[config.mk]
export PLATFORM = sky130hd
export DESIGN_NAME = fetch_stage_flat
export DESIGN_NICKNAME = d
export VERILOG_FILES = /design/src/rtl/fetch_stage_if.sv /design/src/rtl/fetch_stage.sv /design/src/flat_wrapper.sv
export SDC_FILE = /design/constraint.sdc
export NUM_CORES = 1
export LEC_CHECK = 0
export CORE_ASPECT_RATIO = 1.1
export CORE_UTILIZATION = 44
export CTS_CLUSTER_SIZE = 16
export DETAILED_ROUTE_END_ITERATION = 7
export PLACE_DENSITY = 0.86
export SLEW_MARGIN = 20
export SYNTH_ARGS = -nofsm -noshare
export SYNTH_HDL_FRONTEND = slang
export SYNTH_SLANG_ARGS = --single-unit
export TNS_END_PERCENT = 5
[constraint.sdc]
create_clock -name clk -period 6.3 [get_ports clk]
set_input_delay 0.63 -clock clk [delete_from_list [all_inputs] [get_ports clk]]
set_output_delay 0.63 -clock clk [all_outputs]
set_load 0.01 [all_outputs]
[src/rtl/fetch_stage_if.sv]
// Fetch-stage bus: ROM port, hazard/redirect controls and the IF/ID register outputs.
// The master side drives the controls and ROM data; the slave side is the fetch stage.
interface fetch_stage_if #(
   parameter int PC_W = 64
);
   logic [15:0]     rom_address;
   logic [31:0]     rom_data;
   logic            stall;
   logic            branch_taken;
   logic [PC_W-1:0] branch_target;
   logic [PC_W-1:0] ifid_pc;
   logic [31:0]     ifid_instr;
   logic            ifid_valid;
   logic            fetch_done;

   modport master (
      output rom_data, stall, branch_taken, branch_target,
      input  rom_address, ifid_pc, ifid_instr, ifid_valid, fetch_done
   );

   modport slave (
      input  rom_data, stall, branch_taken, branch_target,
      output rom_address, ifid_pc, ifid_instr, ifid_valid, fetch_done
   );
endinterface

[src/rtl/fetch_stage.sv]
// Instruction-fetch stage: owns the PC, addresses the combinational ROM and fills IF/ID.
// Priority per edge: redirect/flush > stall > halt-at-end-of-program > normal fetch.
module fetch_stage #(
   parameter int PC_W       = 64,
   parameter int PROG_WORDS = 4
) (
   input  logic          clk,
   input  logic          reset,
   fetch_stage_if.slave  bus
);
   localparam logic [PC_W-1:0] ALIGN_MASK = ~(PC_W'(3));
   localparam logic [PC_W-3:0] DONE_WORD  = (PC_W-2)'(PROG_WORDS);

   logic [PC_W-1:0] pc_q, pc_d;
   logic [PC_W-1:0] ifid_pc_q, ifid_pc_d;
   logic [31:0]     ifid_instr_q, ifid_instr_d;
   logic            ifid_valid_q, ifid_valid_d;
   logic            fetch_done;

   assign fetch_done      = (pc_q[PC_W-1:2] >= DONE_WORD);
   assign bus.rom_address = pc_q[17:2];
   assign bus.fetch_done  = fetch_done;
   assign bus.ifid_pc     = ifid_pc_q;
   assign bus.ifid_instr  = ifid_instr_q;
   assign bus.ifid_valid  = ifid_valid_q;

   // NOTE: every next-state signal gets a hold default first so no path leaves it
   // unassigned (no inferred latch); combinational logic uses blocking '='.
   always_comb begin
      pc_d         = pc_q;
      ifid_pc_d    = ifid_pc_q;
      ifid_instr_d = ifid_instr_q;
      ifid_valid_d = ifid_valid_q;
      if (bus.branch_taken) begin
         // Target low bits are dropped so the PC stays word aligned.
         pc_d         = bus.branch_target & ALIGN_MASK;
         ifid_pc_d    = '0;
         ifid_instr_d = '0;
         ifid_valid_d = 1'b0;
      end else if (bus.stall) begin
         pc_d = pc_q;
      end else if (fetch_done) begin
         ifid_pc_d    = '0;
         ifid_instr_d = '0;
         ifid_valid_d = 1'b0;
      end else begin
         ifid_pc_d    = pc_q;
         ifid_instr_d = bus.rom_data;
         ifid_valid_d = 1'b1;
         pc_d         = pc_q + PC_W'(4);
      end
   end

   // NOTE: registers update with non-blocking '<=' so all flops see pre-edge values.
   always_ff @(posedge clk or posedge reset) begin
      if (reset) begin
         pc_q         <= '0;
         ifid_pc_q    <= '0;
         ifid_instr_q <= '0;
         ifid_valid_q <= 1'b0;
      end else begin
         pc_q         <= pc_d;
         ifid_pc_q    <= ifid_pc_d;
         ifid_instr_q <= ifid_instr_d;
         ifid_valid_q <= ifid_valid_d;
      end
   end
endmodule

[src/flat_wrapper.sv]
// flat-port wrapper written by rule: the top's interface ports become plain ports
module fetch_stage_flat 
#(
   parameter int PC_W       = 64,
   parameter int PROG_WORDS = 4
)
  (clk, reset, bus_rom_data, bus_stall, bus_branch_taken, bus_branch_target, bus_rom_address, bus_ifid_pc, bus_ifid_instr, bus_ifid_valid, bus_fetch_done);
  fetch_stage_if #(.PC_W(PC_W)) bus_i ();
  input  logic clk;
  input  logic reset;
  input wire logic [$bits(bus_i.rom_data)-1:0] bus_rom_data;
  input wire logic [$bits(bus_i.stall)-1:0] bus_stall;
  input wire logic [$bits(bus_i.branch_taken)-1:0] bus_branch_taken;
  input wire logic [$bits(bus_i.branch_target)-1:0] bus_branch_target;
  output wire logic [$bits(bus_i.rom_address)-1:0] bus_rom_address;
  output wire logic [$bits(bus_i.ifid_pc)-1:0] bus_ifid_pc;
  output wire logic [$bits(bus_i.ifid_instr)-1:0] bus_ifid_instr;
  output wire logic [$bits(bus_i.ifid_valid)-1:0] bus_ifid_valid;
  output wire logic [$bits(bus_i.fetch_done)-1:0] bus_fetch_done;
  assign bus_i.rom_data = bus_rom_data;
  assign bus_i.stall = bus_stall;
  assign bus_i.branch_taken = bus_branch_taken;
  assign bus_i.branch_target = bus_branch_target;
  assign bus_rom_address = bus_i.rom_address;
  assign bus_ifid_pc = bus_i.ifid_pc;
  assign bus_ifid_instr = bus_i.ifid_instr;
  assign bus_ifid_valid = bus_i.ifid_valid;
  assign bus_fetch_done = bus_i.fetch_done;
  fetch_stage #(.PC_W(PC_W), .PROG_WORDS(PROG_WORDS)) u_core (.clk(clk), .reset(reset), .bus(bus_i));
endmodule
Word level (Yosys, flattened, before mapping)
Cells that the tools add are included.
Widths: inputs -> output; s select.
{"block": "classes", "eq_ne": 2, "muxes": 12, "n_lt_le_gt_ge": 1, "add_sub_neg": 1, "reduce_logical": 1}
{"op": "$mux 64", "count": 6}
{"op": "$mux 32", "count": 3}
{"op": "$add 64x3->64 const B", "count": 1}
{"op": "$ge 62x3->1 const B", "count": 1}
{"op": "$mux 1", "count": 3}
{"op": "$ne 2x1->1 const B", "count": 1}
{"op": "$ne 2x2->1 const B", "count": 1}
{"op": "$reduce_and 2->1", "count": 1}
{"block": "totals", "register_bits": 161, "inputBits": 100}

Logic depth before layout (Yosys ltp)
{"block": "depth", "word_depth": 4, "depth_mapped": 9}

Worst setup path before layout
OpenSTA, ideal clock, no wires.
{"block": "synth_path", "kind": "reg2out", "startpoint": "register u_core.pc_q[2]", "endpoint": "output port bus_fetch_done", "path_buffers": 0, "setup_slack_ns": 4.377, "arrival_ns": 1.293, "stages_incl_launch_ff": 7, "path_cell_list": "dfrtp_1 > inv_1 > ha_1 > nand2_1 > nand4_1 > nor4_4 > inv_2"}
{"block": "synth_between", "elab_chain_cells": 1}
{"element": "from (decl)", "line_no": "fetch_stage.sv:14", "source": "logic [PC_W-1:0] pc_q, pc_d;"}
{"element": "from (signal assigned)", "line_no": "fetch_stage.sv:62", "source": "pc_q <= pc_d;"}
{"element": "$ge 62x3->1", "line_no": "fetch_stage.sv:20", "source": "assign fetch_done = (pc_q[PC_W-1:2] >= DONE_WORD);"}
{"element": "to (decl)", "line_no": "flat_wrapper.sv:19", "source": "output wire logic [$bits(bus_i.fetch_done)-1:0] bus_fetch_done;"}
Every way passes these cells.

Worst setup path in the final report
{"block": "layout_path", "startpoint": "register u_core.pc_q[31]", "endpoint": "output port bus_fetch_done"}
The elaborated chain is that of the path after synthesis.

==> impl_metrics.json <==
{
  "die_w_um": 112,
  "synth_compound_area_frac": 0.0590,
  "worstPathRequired_ns": 5.67,
  "postRouteAntennaNets": 0,
  "clock_latency_ns": 0.42,
  "grt_pass1_wl_mm": 20.7,
  "numCtsBuffers": 17,
  "fin_area_mm2": 0.00856,
  "cts_hold_buf": 0,
  "rr_worst_depth": 7,
  "cts_tree": "built",
  "setup_violations": 0,
  "fin_nets": 692,
  "syn-num-nets": 496,
  "crit_end": "bus_fetch_done",
  "avgSynthCellArea_um2": 14.8,
  "finClkSkew_ns": 0.00905,
  "pwr-share-clk": 0.445,
  "cts_sinks": 158,
  "vias": 3814,
  "die-area_mm2": 0.0138,
  "outcome": "finished with violations",
  "internal_power_uw": 1780,
  "core-area_mm2": 0.0128,
  "synth.area.mux_share": 0.114,
  "drv_cap": 0,
  "synthesis.instances": 394,
  "dpl_cell_area_mm2": 0.00795,
  "grt_antenna_before_repair": 0,
  "r2r_end": "u_core.bus.ifid_instr[9]$_DFFE_PP0P_",
  "p_sw_uw": 489,
  "clkTransAtPathRegs_ns": 0.06,
  "critPathArrivalTime_ns": 2.51,
  "die_h_um": 123,
  "drcViolationCount": 17,
  "initial_utilization": 0.457,
  "reg2reg_from": "u_core.pc_q[31]$_DFFE_PP0P_",
  "peakVddDrop_v": 0.000238,
  "dr.pass1.iters": 8,
  "viasPerCell": 5.02,
  "slew_headroom": 0.439,
  "globalplace.congestion": 0.726,
  "ctsRootBufferMaster": "clkbuf_16",
  "hold_ws_ns": 0.482,
  "hpwl_mm": 9.23,
  "yosys_warnings": 0,
  "diodes": 0,
  "violations": "DRC",
  "p_leak_uw": 0.00377,
  "critPathKind": "reg2out",
  "synth_area_mm2": 0.00585,
  "comb_power_share": 0.078,
  "cts_resized": 0,
  "drt_iter0_drc": 211,
  "hold_violations": 0,
  "portBuffers": 211,
  "rsz0062_at_grt": "false",
  "rows": 43,
  "synth_top_family_by_area": "multiplexers",
  "avgRoutedWirePerCell_um": 17.3,
  "grt_use_total": 0.200,
  "area_growth_pct": 46.4,
  "finalCritPeriodShare": 0.499,
  "worstSetupStartpoint": "u_core.pc_q[31]$_DFFE_PP0P_",
  "seq_area_frac_synth": 0.676,
  "cp-end-kind": "primary output",
  "yosys.area_share.adder": 0.00428,
  "power-per-cell-area_mw_per_mm2": 265,
  "synth.distinct_cells": 30,
  "yosys.area_share.simple": 0.102,
  "r2r_slack_ns": 3.94,
  "drive_above_1_share": 0.172,
  "grt_pass1_vias": 4033,
  "switching_share": 0.215,
  "crit_fanout": 5,
  "ys_ff_latch": 158,
  "hp-class": "reg2reg",
  "cts_htree_levels": 4,
  "ios": 214,
  "post_cts_buffers": 0,
  "worstSetupStartpointType": "register",
  "fmax_mhz": 318,
  "clk_path_buf_depth": 2,
  "drv_slew": 0,
  "yosys.area_share.xor_xnor": 0,
  "grt_overflow_total": 0,
  "finalWirelength_mm": 13.2,
  "power_frac_seq": 0.477,
  "grt_start_max_net_pins": 96,
  "worst_pin_slew_ns": 0.841,
  "post-route-min-period_ns": 3.14,
  "setup_tns_ns": 0
}
[registers in the layout (all words and copies together) (netlist names)]
name                   cells
u_core.bus.ifid_pc        63
u_core.bus.ifid_instr     32
u_core.pc_q               62
u_core.bus.ifid_valid      1
[stage by stage]
| stage | setup WS, ns | total power [uW] | std cells | utilization |
|---|---|---|---|---|
| after floorplan | 1.41 | 1190 | 394 | - |
| after global placement | 3.63 | 1270 | 728 | 0.621 |
| after detailed placement | 3.60 | 1280 | 728 | 0.621 |
| after CTS | 3.15 | 2300 | 760 | 0.668 |
| after global routing | 2.97 | 2360 | 760 | 0.669 |
| final | 3.16 | 2270 | 760 | 0.669 |
[critical path, cell delays in order (launching register included)]
cell	delay, ns
dfrtp_1	0.39
nor4_1	0.39
nand4_1	0.23
nor4_4	0.45
inv_2	0.12
clkdlybuf4s50_1	0.52
[worst min-delay path by stage]
stage	start	to	slack, ns	cells past startpoint
floorplan	u_core.pc_q[55]$_DFFE_PP0P_	u_core.pc_q[55]$_DFFE_PP0P_	0.48	1
global placement	u_core.bus.ifid_valid$_DFFE_PP0P_	u_core.bus.ifid_valid$_DFFE_PP0P_	0.46	1
global route	u_core.bus.ifid_pc[32]$_DFFE_PP0P_	u_core.bus.ifid_pc[32]$_DFFE_PP0P_	0.50	1
finish	u_core.bus.ifid_pc[43]$_DFFE_PP0P_	u_core.bus.ifid_pc[43]$_DFFE_PP0P_	0.48	1
CTS	u_core.bus.ifid_valid$_DFFE_PP0P_	u_core.bus.ifid_valid$_DFFE_PP0P_	0.48	1
detailed placement	u_core.bus.ifid_valid$_DFFE_PP0P_	u_core.bus.ifid_valid$_DFFE_PP0P_	0.47	1
[kinds of logic after synthesis]
logic type      after synthesis
fa+ha+maj                     2
flops                       158
compound gates               42
buf+inv                      44
simple gates                 89
mux                          59
[synthesized netlist by cell type]
library cell	number	area, um^2
dfrtp_1	158	3950
and2_1	61	382
mux2_2	59	664
a22o_1	33	289
buf_4	17	128
clkbuf_1	13	48.8
nor4_1	11	68.8
inv_1	5	18.8
a21oi_1	4	20.0
nand4_1	4	25.0
nor4_2	4	50.1
buf_1	3	11.3
buf_6	3	33.8
ha_1	2	25.0
nand2_1	2	7.51
a21o_1	1	7.51
a311oi_1	1	8.76
a31oi_1	1	6.26
buf_2	1	5.00
buf_8	1	15.0
inv_2	1	3.75
nand2b_1	1	6.26
nand3_1	1	5.00
nor2_1	1	3.75
nor2b_1	1	6.26
nor3_1	1	5.00
nor3_4	1	16.3
nor4_4	1	21.3
o21ai_1	1	5.00
o31a_1	1	8.76
[routing by layer]
metal  vias up  share of wire  GRT usage
met5         -              0          0
met4         0          0.022     0.0892
met2       154           0.51      0.333
li1       1739              -          -
met3        22          0.086     0.0765
met1      1899           0.39      0.232
[cell type report]
class / count / area, um^2
fillers: 921 / 4240
clock buffers: 21 / 470
inverters: 6 / 27.5
clock inverters: 11 / 134
well taps: 157 / 196
repair buffers: 215 / 2140
flip-flops and latches: 158 / 3950
multi-input cells: 192 / 1640
[power by group through the flow]
stage,registers (uW),clock network (uW),logic [uW]
floorplan,1090,0,96.5
global placement,1100,0,172
detailed placement,1100,0,179
CTS,1080,1040,180
global route,1090,1080,192
finish,1080,1010,177
[cell usage in the layout, fill, tap and decap left out, drive strengths merged]
cell type      Yosys  routed
o21ai              1       1
clkinvlp           0       4
nor2b              1       1
nand4              4       4
clkbuf            13      21
a21o               1       1
a31oi              1       1
clkinv             0       4
mux2              59      59
dfrtp            158     158
nand2b             1       1
buf               25       5
nor3               2       2
o31a               1       1
bufinv             0       2
inv                6       7
and2              61      61
ha                 2       2
clkdlybuf4s50      0     210
nand3              1       1
nor2               1       1
a21oi              4       4
a311oi             1       1
nor4              16      16
a22o              33      33
nand2              2       2
Power figures use the tool's default switching activity.
